<file path="src/rtl/parcel_fetch_queue.sv">
// parcel_fetch_queue
// Circular queue of 16-bit instruction parcels between the fetch memory port
// and the PD stage. Fetch words of FETCH_PARCELS parcels go in; one aligned
// instruction (16-bit compressed or 32-bit) comes out per cycle. A 32-bit
// instruction split across two fetch words is assembled naturally because the
// lower parcel simply waits in the queue until the upper one arrives.
//
// Ports:
//   i_clk            clock
//   i_rst_n          asynchronous active-low reset
//   i_fetch_valid    fetch word available
//   o_fetch_ready    queue has room for a whole fetch word
//   i_fetch_data     fetch word, parcel k = bits [16k+15:16k]
//   i_flush          redirect, discards queue contents
//   i_flush_pc       redirect target (2-byte aligned)
//   o_instr_valid    aligned instruction available
//   i_instr_ready    PD stage consumes instruction
//   o_instr          instruction, compressed ones zero-extended
//   o_instr_pc       PC of o_instr
//   o_is_compressed  head parcel bits [1:0] != 2'b11
//   o_count          parcel occupancy
module parcel_fetch_queue #(
   parameter int unsigned     XLEN          = 32,
   parameter int unsigned     FETCH_PARCELS = 2,
   parameter int unsigned     DEPTH         = 8,
   parameter logic [XLEN-1:0] RESET_PC      = '0
) (
   input  logic                      i_clk,
   input  logic                      i_rst_n,
   input  logic                      i_fetch_valid,
   output logic                      o_fetch_ready,
   input  logic [16*FETCH_PARCELS-1:0] i_fetch_data,
   input  logic                      i_flush,
   input  logic [XLEN-1:0]           i_flush_pc,
   output logic                      o_instr_valid,
   input  logic                      i_instr_ready,
   output logic [31:0]               o_instr,
   output logic [XLEN-1:0]           o_instr_pc,
   output logic                      o_is_compressed,
   output logic [$clog2(DEPTH):0]    o_count
);

   localparam int unsigned PTR_W = $clog2(DEPTH);
   localparam int unsigned CNT_W = PTR_W + 1;
   localparam int unsigned SKP_W = $clog2(FETCH_PARCELS);

   logic [15:0]      r_mem [DEPTH];
   logic [PTR_W-1:0] r_rd_ptr;
   logic [PTR_W-1:0] r_wr_ptr;
   logic [CNT_W-1:0] r_count;
   logic [XLEN-1:0]  r_head_pc;
   logic             r_skip_pending;
   logic [SKP_W-1:0] r_skip_n;

   logic [15:0]      w_head;
   logic [15:0]      w_next;
   logic             w_comp;
   logic             w_instr_valid;
   logic             w_fetch_ready;
   logic             w_enq;
   logic             w_deq;
   logic [SKP_W-1:0] w_skip;
   logic [CNT_W-1:0] w_n_enq;
   logic [CNT_W-1:0] w_n_deq;

   assign w_head = r_mem[r_rd_ptr];
   assign w_next = r_mem[r_rd_ptr + PTR_W'(1)];
   assign w_comp = (w_head[1:0] != 2'b11);

   // A 32-bit head waits for its upper parcel; nothing is emitted meanwhile.
   assign w_instr_valid = ((r_count >= CNT_W'(1)) && w_comp) || (r_count >= CNT_W'(2));

   // Room check uses registered occupancy only, so it never depends on a
   // same-cycle dequeue or flush.
   assign w_fetch_ready = (r_count <= CNT_W'(DEPTH - FETCH_PARCELS));

   assign w_enq = i_fetch_valid && w_fetch_ready && !i_flush;
   assign w_deq = w_instr_valid && i_instr_ready && !i_flush;

   // Parcels below the redirect target in the first word after a flush are dropped.
   assign w_skip  = r_skip_pending ? r_skip_n : '0;
   assign w_n_enq = CNT_W'(FETCH_PARCELS) - CNT_W'(w_skip);
   assign w_n_deq = w_comp ? CNT_W'(1) : CNT_W'(2);

   // Parcel storage, deliberately not reset.
   always_ff @(posedge i_clk) begin
      if (w_enq) begin
         for (int k = 0; k < FETCH_PARCELS; k++) begin
            if (SKP_W'(k) >= w_skip) begin
               r_mem[r_wr_ptr + PTR_W'(k) - PTR_W'(w_skip)] <= i_fetch_data[16*k +: 16];
            end
         end
      end
   end

   always_ff @(posedge i_clk or negedge i_rst_n) begin
      if (!i_rst_n) begin
         r_rd_ptr       <= '0;
         r_wr_ptr       <= '0;
         r_count        <= '0;
         r_head_pc      <= RESET_PC;
         r_skip_pending <= 1'b1;
         r_skip_n       <= RESET_PC[SKP_W:1];
      end else if (i_flush) begin
         r_count        <= '0;
         r_rd_ptr       <= r_wr_ptr;
         r_head_pc      <= i_flush_pc;
         r_skip_pending <= 1'b1;
         r_skip_n       <= i_flush_pc[SKP_W:1];
      end else begin
         if (w_enq) begin
            r_wr_ptr       <= r_wr_ptr + PTR_W'(w_n_enq);
            r_skip_pending <= 1'b0;
         end
         if (w_deq) begin
            r_rd_ptr  <= r_rd_ptr + PTR_W'(w_n_deq);
            r_head_pc <= r_head_pc + XLEN'({w_n_deq, 1'b0});
         end
         r_count <= r_count + (w_enq ? w_n_enq : '0) - (w_deq ? w_n_deq : '0);
      end
   end

   assign o_fetch_ready   = w_fetch_ready;
   assign o_instr_valid   = w_instr_valid;
   assign o_is_compressed = w_comp;
   assign o_instr         = w_comp ? {16'h0000, w_head} : {w_next, w_head};
   assign o_instr_pc      = r_head_pc;
   assign o_count         = r_count;

   a_count_bound: assert property (@(posedge i_clk) disable iff (!i_rst_n)
      r_count <= CNT_W'(DEPTH));
   a_pc_aligned: assert property (@(posedge i_clk) disable iff (!i_rst_n)
      r_head_pc[0] == 1'b0);
   a_fetch_known: assert property (@(posedge i_clk) disable iff (!i_rst_n)
      i_fetch_valid |-> !$isunknown(i_fetch_data));

endmodule

</file>
<file path="config.mk">
export PLATFORM = sky130hd
export DESIGN_NAME = parcel_fetch_queue
export DESIGN_NICKNAME = d
export VERILOG_FILES = /design/src/rtl/parcel_fetch_queue.sv
export SDC_FILE = /design/constraint.sdc
export NUM_CORES = 1
export LEC_CHECK = 0
export ABC_CLOCK_PERIOD_IN_PS = 5450
export CORE_MARGIN = 4
export CORE_UTILIZATION = 29
export DETAILED_ROUTE_END_ITERATION = 16
export HOLD_SLACK_MARGIN = 0.05
export MAX_ROUTING_LAYER = met4
export PLACE_DENSITY_LB_ADDON = 0.15
export SETUP_SLACK_MARGIN = 0.4
export SYNTH_ARGS = -nofsm -noshare
export SYNTH_HDL_FRONTEND = slang
export SYNTH_SLANG_ARGS = --single-unit
</file>
<file path="constraint.sdc">
create_clock -name i_clk -period 5.45 [get_ports i_clk]
set_input_delay 1.3625 -clock i_clk [delete_from_list [all_inputs] [get_ports i_clk]]
set_output_delay 1.3625 -clock i_clk [all_outputs]
set_load 0.02 [all_outputs]
</file>
==> results of run 1 <==
-- flip-flops by register name, indices dropped and copies added (netlist names) --
name,count
o_count,4
o_instr_pc,32
r_mem,128
r_rd_ptr,3
r_skip_n,1
r_skip_pending,1
r_wr_ptr,3
-- path summary, 6_finish.rpt --
| check | startpoint | to | slack, ps | depth (start not counted) |
|---|---|---|---|---|
| min reg2reg | r_skip_pending | r_skip_pending | 490 | 2 |
| min in group asynchronous | i_rst_n | o_count[3] | 920 | 1 |
| max | r_rd_ptr[0] | o_instr[30] | 700 | 7 |
| min | r_skip_pending | r_skip_pending | 490 | 2 |
| max in group asynchronous | i_rst_n | o_instr_pc[9] | 3790 | 2 |
| max reg2reg | r_rd_ptr[0] | o_instr_pc[13] | 1070 | 12 |
-- synthesized netlist by cell type, types with 2 or more instances --
cell / number
a2111oi_2: 8
nand4_1: 4
a21oi_1: 26
nand2b_1: 5
mux4_2: 64
buf_6: 2
nor3b_1: 3
buf_1: 8
mux2_1: 23
a22oi_1: 2
mux2_2: 130
edfxtp_1: 128
a21o_1: 3
a211oi_1: 11
nor2_1: 9
buf_4: 4
o21ai_0: 6
clkbuf_1: 28
fa_1: 5
o21bai_1: 5
dfrtp_1: 43
nor2b_1: 5
and3_1: 9
o21ai_1: 20
or4_1: 2
xor2_1: 9
nand2_1: 83
nand3_1: 8
buf_2: 11
o311ai_1: 2
xnor2_1: 27
ha_1: 15
mux2i_1: 4
inv_1: 24
-- cell type report --
class                   count  area share
multi-input cells         499       0.393
flip-flops and latches    172       0.383
repair buffers            168       0.125
well taps                 455      0.0440
clock buffers              19      0.0335
clock inverters            13      0.0145
inverters                  24     0.00697
diodes                      3    0.000581
-- per-layer routing --
metal  global-route usage  routed length, µm  vias up
met1                0.222              14200     3524
li1                     -                  -     3145
met4               0.0297                211        0
met2                0.268              14700      167
met3               0.0354               1640       12
met5                    -                  0        -
-- logic make-up after synthesis --
group | synth area share
muxes | 0.311
DFF | 0.480
and+or+nand+nor | 0.0581
xor gates and xnor gates | 0.0306
adders and majority gates | 0.0279
AOI/OAI and AO/OA | 0.0603
buffers and inverters | 0.0323
-- per-stage QoR --
step	worst slack (ps)	power, µW	instance area, µm²	cells
floorplan	1170	3930	10300	748
global placement	1100	5270	12300	1318
detailed placement	1030	5260	12300	1318
CTS	641	6620	12900	1350
global route	442	6910	12900	1352
finish	698	6500	12900	1353
-- critical path, delay by kind of cell, from the launching register on --
family / cells / cell delay, ps
simple gates: 1 / 270
compound gates: 1 / 130
mux: 2 / 790
flops: 1 / 780
buf+inv: 3 / 970
-- report_power, final --
part | switching (µW) | internal, µW | leakage, µW
Combinational | 1720 | 1570 | 0.00245
Sequential | 217 | 1660 | 0.00169
Clock | 557 | 774 | 0.000307
Total | 2500 | 4010 | 0.00444
==> key figures, run 1 <==
Status
  • Status: finished clean

Pwr
  • Worst vdd ir: 0.306 mV
  • Lkg Pwr: 0.00444 µW
  • Pwr Density: 503 nW/µm²

Synth
  • Synth Warn #: 0
  • Sequential area share after synthesis: 0.480
  • Main synth FF type: edfxtp_1
  • Synth top area share: 0.373
  • Synth Register Bits: 172
  • Syn_nets: 837
  • Syn_area_per_cell: 13.8 µm²
  • Synth unique cells: 46
  • Synth async-reset ratio: 0.256
  • Post-Syn Instances: 748
  • Cell Area, Synth: 10300 µm²
  • Largest area contributor in the netlist: edfxtp_1
  • Post-synth EDFFs: 128
  • Synth top area cells: edfxtp_1 37%, mux2_2 14%, mux4_2 14%

Route
  • # DRC: 0
  • Drt wl/cell: 22.7 µm
  • Final WL: 30.8 mm
  • Vias per inst: 5.06
  • DR iter-0 viols: 331
  • Via count: 6848
  • Drt pass-1 iters: 4
  • Routed Antenna Nets: 0

Global route
  • Global-route wire length before repair: 46.6 mm
  • Vias in the first global route: 7061
  • Antenna violations before repair: 2
  • Largest net degree at the start of global routing: 70
  • Total track usage: 0.166
  • GRT Residual Overflow: 0

STA
  • Slew Limit Fails: 0
  • Worst Tran Pin Value: 732 ps
  • Final min period: 4750 ps
  • Final worst-path cycle share: 0.872
  • Slew margin rel.: 0.512
  • Final setup viols: 0
  • Hold WS: 493 ps
  • Final Hold Vio Count: 0
  • Worst clock skew: 13.5 ps
  • Setup TNS: 0 ps
  • RSZ-0062 raised after global routing: no
  • Peak Freq: 210 MHz

Die
  • Initial core utilization: 0.296
  • Die width: 197 µm
  • Top Ports: 140
  • CORE AREA: 34800 µm²
  • Row count: 68
  • DIE AREA: 38600 µm²
  • Die Height: 197 µm

Worst setup path
  • CP Data Arrival Time: 3390 ps
  • Element type at the critical path start: flop
  • CP cell instances: mux4_2 -> mux2i_1 -> inv_1 -> nand2_1 -> buf_4 -> a21oi_1 -> clkdlybuf4s50_1
  • Crit path required time: 4090 ps
  • Crit Path Max Fanout: 34
  • Slowest cell on crit path: dfrtp_4
  • Critical path type: flop to output pin
  • Crit end category: output pin
  • Crit-path max cell delay: 780 ps

Cells and area
  • Multi-input logic area: 5080 µm²
  • Share of layout cells above drive strength 1: 0.311
  • Fin nets: 971
  • Utilization after layout: 0.371
  • Commonest cells after routing, fill and taps aside: 137 x clkdlybuf4s50_1, 130 x mux2_2, 128 x edfxtp_1, 83 x nand2_1, 64 x mux4_2
  • Sequential cell area: 4950 µm²
  • Commonest non-fill, non-tap cell in the layout: clkdlybuf4s50_1
  • Area growth, synth to finish: 25.4%
  • Fillers: 3362

Place
  • HPWL Detailed: 20.3 mm
  • IO Port Bufs: 139
  • Final GP Congestion: 0.778

Clock tree
  • Reg clk slew, reported paths: 60 ps
  • CTS HTree Levels: 4
  • Clk sinks: 172
  • Max Root-Sink Buffers: 2
  • CTS root buf: clkbuf_16
  • CTS tree: yes
  • CTS buffer count: 17
  • CTS resizes: 0
  • Number of post-CTS setup repair buffers: 0
  • Clock insertion delay at the later pin of the skew report: 440 ps
  • Cts hold-fix bufs: 0

Hold path
  • Worst hold path type: flop to flop

Job
  • MaxCap Viol Count: 0
(Power assumes the default switching activity.)
==> run 2, diff against run 1 <==
Settings changed: ABC_CLOCK_PERIOD_IN_PS 5450 to 5040, CORE_MARGIN 4 to 1.5.
Clock period 5.45 ns to 5.04 ns, I/O delays scaled along.
==> key figures, run 2 (synthesized netlist as in run 1, its figures left out) <==
Status
  • Status: finished clean

Cells and area
  • Commonest non-fill, non-tap cell in the layout: clkdlybuf4s50_1
  • Share of layout cells above drive strength 1: 0.310 (-0.000424)
  • Commonest cells after routing, fill and taps aside: 137 x clkdlybuf4s50_1, 130 x mux2_2, 128 x edfxtp_1, 83 x nand2_1, 64 x mux4_2
  • Fin nets: 971 (unchanged)
  • Largest reg by FF count: r_mem
  • Max reg flops: 128 (unchanged)
  • Area growth, synth to finish: 25.4% (about the same)

Hold path
  • Worst hold path type: flop to flop

Die
  • DIE AREA: 36700 µm² (-5.0%)
  • Initial core utilization: 0.296 (unchanged)
  • Top Ports: 140 (unchanged)
  • Die Height: 192 µm (-2.5%)
  • Die width: 192 µm (-2.5%)
  • CORE AREA: 34800 µm² (unchanged)
  • Row count: 68 (unchanged)

Pwr
  • PnR Total Power: 6980 µW (+7.4%)
  • Pwr Density: 540 nW/µm² (+7.3%)
  • Gate power share: 0.515 (+0.009)
  • Internal cell power: 4290 µW (+7.0%)
  • Psw: 2690 µW (+7.9%)
  • Worst vdd ir: 0.289 mV (-5.5%)
  • Flop pwr share: 0.286 (-0.003)
  • Lkg Pwr: 0.00443 µW (-0.38%)
  • Clk pwr share: 0.199 (-0.006)
  • Sw Share: 0.386 (+0.00201)

Global route
  • Global-route wire length before repair: 45.3 mm (-2.7%)
  • Total track usage: 0.175 (+0.00870)
  • Vias in the first global route: 7005 (-0.79%)
  • GRT Residual Overflow: 0 (unchanged)
  • Antenna violations before repair: 2 (unchanged)
  • Largest net degree at the start of global routing: 61 (-13%)

STA
  • Worst Tran Pin Value: 894 ps (+162 ps)
  • Final worst-path cycle share: 0.856
  • RSZ-0062 raised after global routing: no
  • Slew Limit Fails: 0 (unchanged)
  • Worst clock skew: 12.2 ps (-1.24 ps)
  • Setup TNS: 0 ps (unchanged)
  • Final Hold Vio Count: 0 (unchanged)
  • Slew margin rel.: 0.404 (-0.108)
  • Final min period: 4310 ps
  • Final setup viols: 0 (unchanged)
  • Peak Freq: 232 MHz

Clock tree
  • CTS tree: yes
  • Clk sinks: 172 (unchanged)
  • CTS buffer count: 17 (unchanged)
  • CTS root buf: clkbuf_16
  • CTS HTree Levels: 4 (unchanged)
  • Reg clk slew, reported paths: 70 ps (about the same)
  • Max Root-Sink Buffers: 2 (unchanged)
  • Clock insertion delay at the later pin of the skew report: 450 ps (about the same)
  • Cts hold-fix bufs: 0 (unchanged)

Job
  • MaxCap Viol Count: 0 (unchanged)

Worst setup path
  • FF-to-FF setup slack: 1010 ps (-60 ps)
  • Crit path required time: 3780 ps (-310 ps)
  • Slowest cell on crit path: dfrtp_4
  • CP Data Arrival Time: 3050 ps (-340 ps)
  • Crit end category: output pin
  • Delay-heaviest family, CP: buffers and inverters
  • Critical path type: flop to output pin
  • CP cell instances: ha_4 -> buf_4 -> mux4_2 -> nand2_1 -> a21oi_1 -> clkdlybuf4s50_1
  • Critical path buffers and inverters: 2 (-1)
  • Crit Path Max Fanout: 15 (-56%)
  • Element type at the critical path start: flop
  • Crit-path max cell delay: 560 ps (-220 ps)

Route
  • # DRC: 0 (unchanged)
  • Via count: 6861 (+0.19%)
  • Drt wl/cell: 22.5 µm (-1.0%)
  • Routed Antenna Nets: 0 (unchanged)
  • Final WL: 30.4 mm (-1.2%)
  • Drt pass-1 iters: 4 (unchanged)
  • DR iter-0 viols: 354 (+6.9%)
  • Vias per inst: 5.08 (+0.41%)

Place
  • IO Port Bufs: 139 (unchanged)
  • Final GP Congestion: 0.766 (-1.6%)
  • HPWL Detailed: 20.0 mm (-1.6%)
-- run 2: what timing repair did --
action	in CTS	in global routing
resized for setup	1	2
endpoints found under the setup margin	1	14
buffers inserted	0	0
cloned	0	0
-- run 2: worst register-to-register path: stages (launching register included) --
cell and delay, ps:
dfrtp_1 930, mux2i_1 330, inv_1 80, nand2_1 90
buf_4 240, ha_1 210, inv_1 50, fa_1 400
nand2b_1 200, or4_1 670, a211oi_1 350, xor2_1 100
mux2_2 270
-- run 2: through the flow --
stage               hold slack, ps  area (µm²)  instances   util  setup WS, ps
finish                         490       12900       1350  0.372           728
CTS                            490       12900       1348  0.371           428
floorplan                      465       10300        748      -           755
global placement               478       12300       1318  0.354           855
global route                   530       12900       1350  0.372           610
detailed placement             478       12300       1318  0.354           860
-- run 2: layout make-up --
cell class | instances | area (µm²)
repair buffers | 168 | 1620
clock buffers | 19 | 433
diodes | 2 | 5.00
flip-flops and latches | 172 | 4950
multi-input cells | 499 | 5100
inverters | 24 | 90.1
fillers | 3388 | 21900
clock inverters | 11 | 161
well taps | 455 | 569
-- run 2: worst paths after layout --
check / start / endpoint / depth (start not counted)
worst min-delay path: r_skip_pending / r_skip_pending / 2
max in group asynchronous: i_rst_n / r_rd_ptr[0] / 2
worst min register to register: r_skip_pending / r_skip_pending / 2
worst max-delay path: r_rd_ptr[0] / o_instr[27] / 6
min in group asynchronous: i_rst_n / o_count[2] / 2
worst max register to register: r_rd_ptr[2] / o_instr_pc[13] / 12
-- run 2: metal layers --
layer / vias up / wire [µm] / track usage
met5: - / 0 / -
met4: 0 / 224 / 0.0352
met3: 14 / 1570 / 0.0314
met2: 173 / 15100 / 0.293
met1: 3542 / 13500 / 0.222
li1: 3132 / - / -
-- run 2: power groups by stage --
stage	combinational [µW]	sequential (µW)	clock [µW]
after floorplan	2270	1980	0
after global placement	3640	2020	0
after CTS	3660	2000	1430
after global routing	3880	2030	1470
after detailed placement	3630	2020	0
final	3590	2000	1390
==> run 3, diff against run 2 <==
Settings changed: CELL_PAD_IN_SITES_DETAIL_PLACEMENT set to 0, CELL_PAD_IN_SITES_GLOBAL_PLACEMENT set to 2.
==> key figures, run 3 (synthesized netlist as in run 1, its figures left out) <==
Status
  • Status: finished clean

STA
  • Final worst-path cycle share: 0.874 (+0.0183)
  • Peak Freq: 227 MHz (-2.1%)
  • Final Hold Vio Count: 0 (unchanged)
  • Worst Tran Pin Value: 809 ps (-85.8 ps)
  • Setup TNS: 0 ps (unchanged)
  • Final min period: 4400 ps (+92.3 ps)
  • Worst clock skew: 15.8 ps (+3.58 ps)
  • RSZ-0062 raised after global routing: no
  • Slew margin rel.: 0.461 (+0.0572)
  • Slew Limit Fails: 0 (unchanged)
  • Final setup viols: 0 (unchanged)

Global route
  • Largest net degree at the start of global routing: 72 (+18%)
  • Total track usage: 0.182 (+0.00641)
  • GRT Residual Overflow: 0 (unchanged)
  • Vias in the first global route: 7353 (+5.0%)
  • Global-route wire length before repair: 47.1 mm (+4.0%)
  • Antenna violations before repair: 3 (+1)

Pwr
  • Clk pwr share: 0.189 (-0.010)
  • Worst vdd ir: 0.281 mV (-2.8%)
  • Gate power share: 0.529 (+0.014)
  • Flop pwr share: 0.282 (-0.004)
  • Lkg Pwr: 0.00446 µW (+0.70%)
  • Internal cell power: 4270 µW (-0.37%)
  • Sw Share: 0.392 (+0.00599)
  • Psw: 2750 µW (+2.2%)
  • Pwr Density: 542 nW/µm² (+0.43%)
  • PnR Total Power: 7030 µW (+0.61%)

Route
  • Drt pass-1 iters: 5 (+1)
  • Drt wl/cell: 23.0 µm (+2.1%)
  • Final WL: 31.4 mm (+3.4%)
  • DR iter-0 viols: 469 (+32%)
  • # DRC: 0 (unchanged)
  • Routed Antenna Nets: 0 (unchanged)
  • Vias per inst: 5.14 (+1.1%)
  • Via count: 7016 (+2.3%)

Worst setup path
  • CP Data Arrival Time: 3140 ps (+90 ps)
  • Crit end category: output pin
  • Crit path required time: 3780 ps (about the same)
  • Crit Path Max Fanout: 11 (-4)
  • Element type at the critical path start: flop
  • Critical path type: flop to output pin

Die
  • Row count: 68 (unchanged)
  • Die width: 192 µm (unchanged)
  • DIE AREA: 36700 µm² (unchanged)
  • CORE AREA: 34800 µm² (unchanged)
  • Die Height: 192 µm (unchanged)
  • Initial core utilization: 0.296 (unchanged)
  • Top Ports: 140 (unchanged)

Clock tree
  • Cts hold-fix bufs: 0 (unchanged)
  • Clock insertion delay at the later pin of the skew report: 440 ps (about the same)
  • CTS root buf: clkbuf_16
  • Max Root-Sink Buffers: 2 (unchanged)
  • CTS tree: yes
  • CTS HTree Levels: 4 (unchanged)
  • Reg clk slew, reported paths: 80 ps (about the same)
  • CTS buffer count: 17 (unchanged)
  • Clk sinks: 172 (unchanged)

Place
  • IO Port Bufs: 139 (unchanged)
  • HPWL Detailed: 20.6 mm (+3.2%)
  • Final GP Congestion: 0.776 (+1.4%)
  • Placed Area: 12300 µm² (+0.15%)

Cells and area
  • Largest reg by FF count: r_mem
  • Commonest cells after routing, fill and taps aside: 137 x clkdlybuf4s50_1, 130 x mux2_2, 128 x edfxtp_1, 83 x nand2_1, 64 x mux4_2
  • Utilization after layout: 0.372 (+0.000647)
  • Fin nets: 985 (+1.4%)
  • Max reg flops: 128 (unchanged)
  • Area growth, synth to finish: 25.7%
  • Share of layout cells above drive strength 1: 0.309 (-0.000719)
  • Commonest non-fill, non-tap cell in the layout: clkdlybuf4s50_1
  • Fin area: 13000 µm² (+0.17%)
  • Fillers: 3330 (-1.7%)

Job
  • MaxCap Viol Count: 0 (unchanged)

Hold path
  • Worst hold path type: flop to flop
run 3: cell count changes in the layout (fill, tap and decap cells not counted), moves of 2 or more:
cell and delta:
clkinvlp_4 +2, buf_4 +14, o21ai_1 +4, o21ai_2 -3, o21bai_1 +4, clkinv_2 +2, o21bai_2 -4, clkinv_4 -2
clkbuf_1 -2
run 3: path summary, 6_finish.rpt:
kind	endpoint	slack [ps]	from	cells after the start
worst min register to register	r_skip_pending	490	r_skip_pending	2
max in group asynchronous	r_rd_ptr[0]	3670	i_rst_n	2
worst max-delay path	o_instr[28]	640	r_rd_ptr[2]	6
min in group asynchronous	r_skip_n	920	i_rst_n	2
worst max register to register	o_instr_pc[13]	1050	r_rd_ptr[2]	11
worst min-delay path	r_skip_pending	490	r_skip_pending	2
run 3: worst max-delay path, cell delays in order (launching register included):
cell	delay [ps]
dfrtp_1	870
mux2i_1	220
inv_1	110
nand2_1	230
buf_4	310
a21oi_1	280
clkdlybuf4s50_1	670
run 3: power by group through the flow:
stage / registers (µW) / logic, µW / clock network [µW]
2_1_floorplan: 1980 / 2270 / 0
3_3_place_gp: 2050 / 3650 / 0
3_5_place_dp: 2070 / 3650 / 0
4_1_cts: 1990 / 3780 / 1360
5_1_grt: 2020 / 4000 / 1410
6_report: 1980 / 3720 / 1330
run 3: cell type report:
type	instances	area, µm²	share of cell area
flip-flops and latches	172	4950	0.382
well taps	455	569	0.0440
diodes	3	7.51	0.000580
clock inverters	14	145	0.0112
inverters	24	90.1	0.00696
clock buffers	17	425	0.0328
repair buffers	182	1740	0.134
multi-input cells	499	5030	0.388
run 3: metal layers:
layer / global-route usage / vias up / wire length [µm]
li1: - / 3165 / -
met1: 0.223 / 3637 / 13500
met2: 0.301 / 182 / 15700
met3: 0.0424 / 32 / 1750
met4: 0.0439 / 0 / 453
met5: - / - / 0
run 3: repair_timing:
action	CTS	global route
buffers inserted	4	0
setup endpoints to repair	16	0
resized for setup	0	0
run 3: through the flow:
| step | hold WS [ps] | setup WS [ps] | instances |
|---|---|---|---|
| CTS | 492 | 589 | 1363 |
| finish | 493 | 635 | 1366 |
| detailed placement | 479 | 568 | 1328 |
| floorplan | 465 | 755 | 748 |
| global placement | 476 | 662 | 1328 |
| global route | 507 | 457 | 1366 |
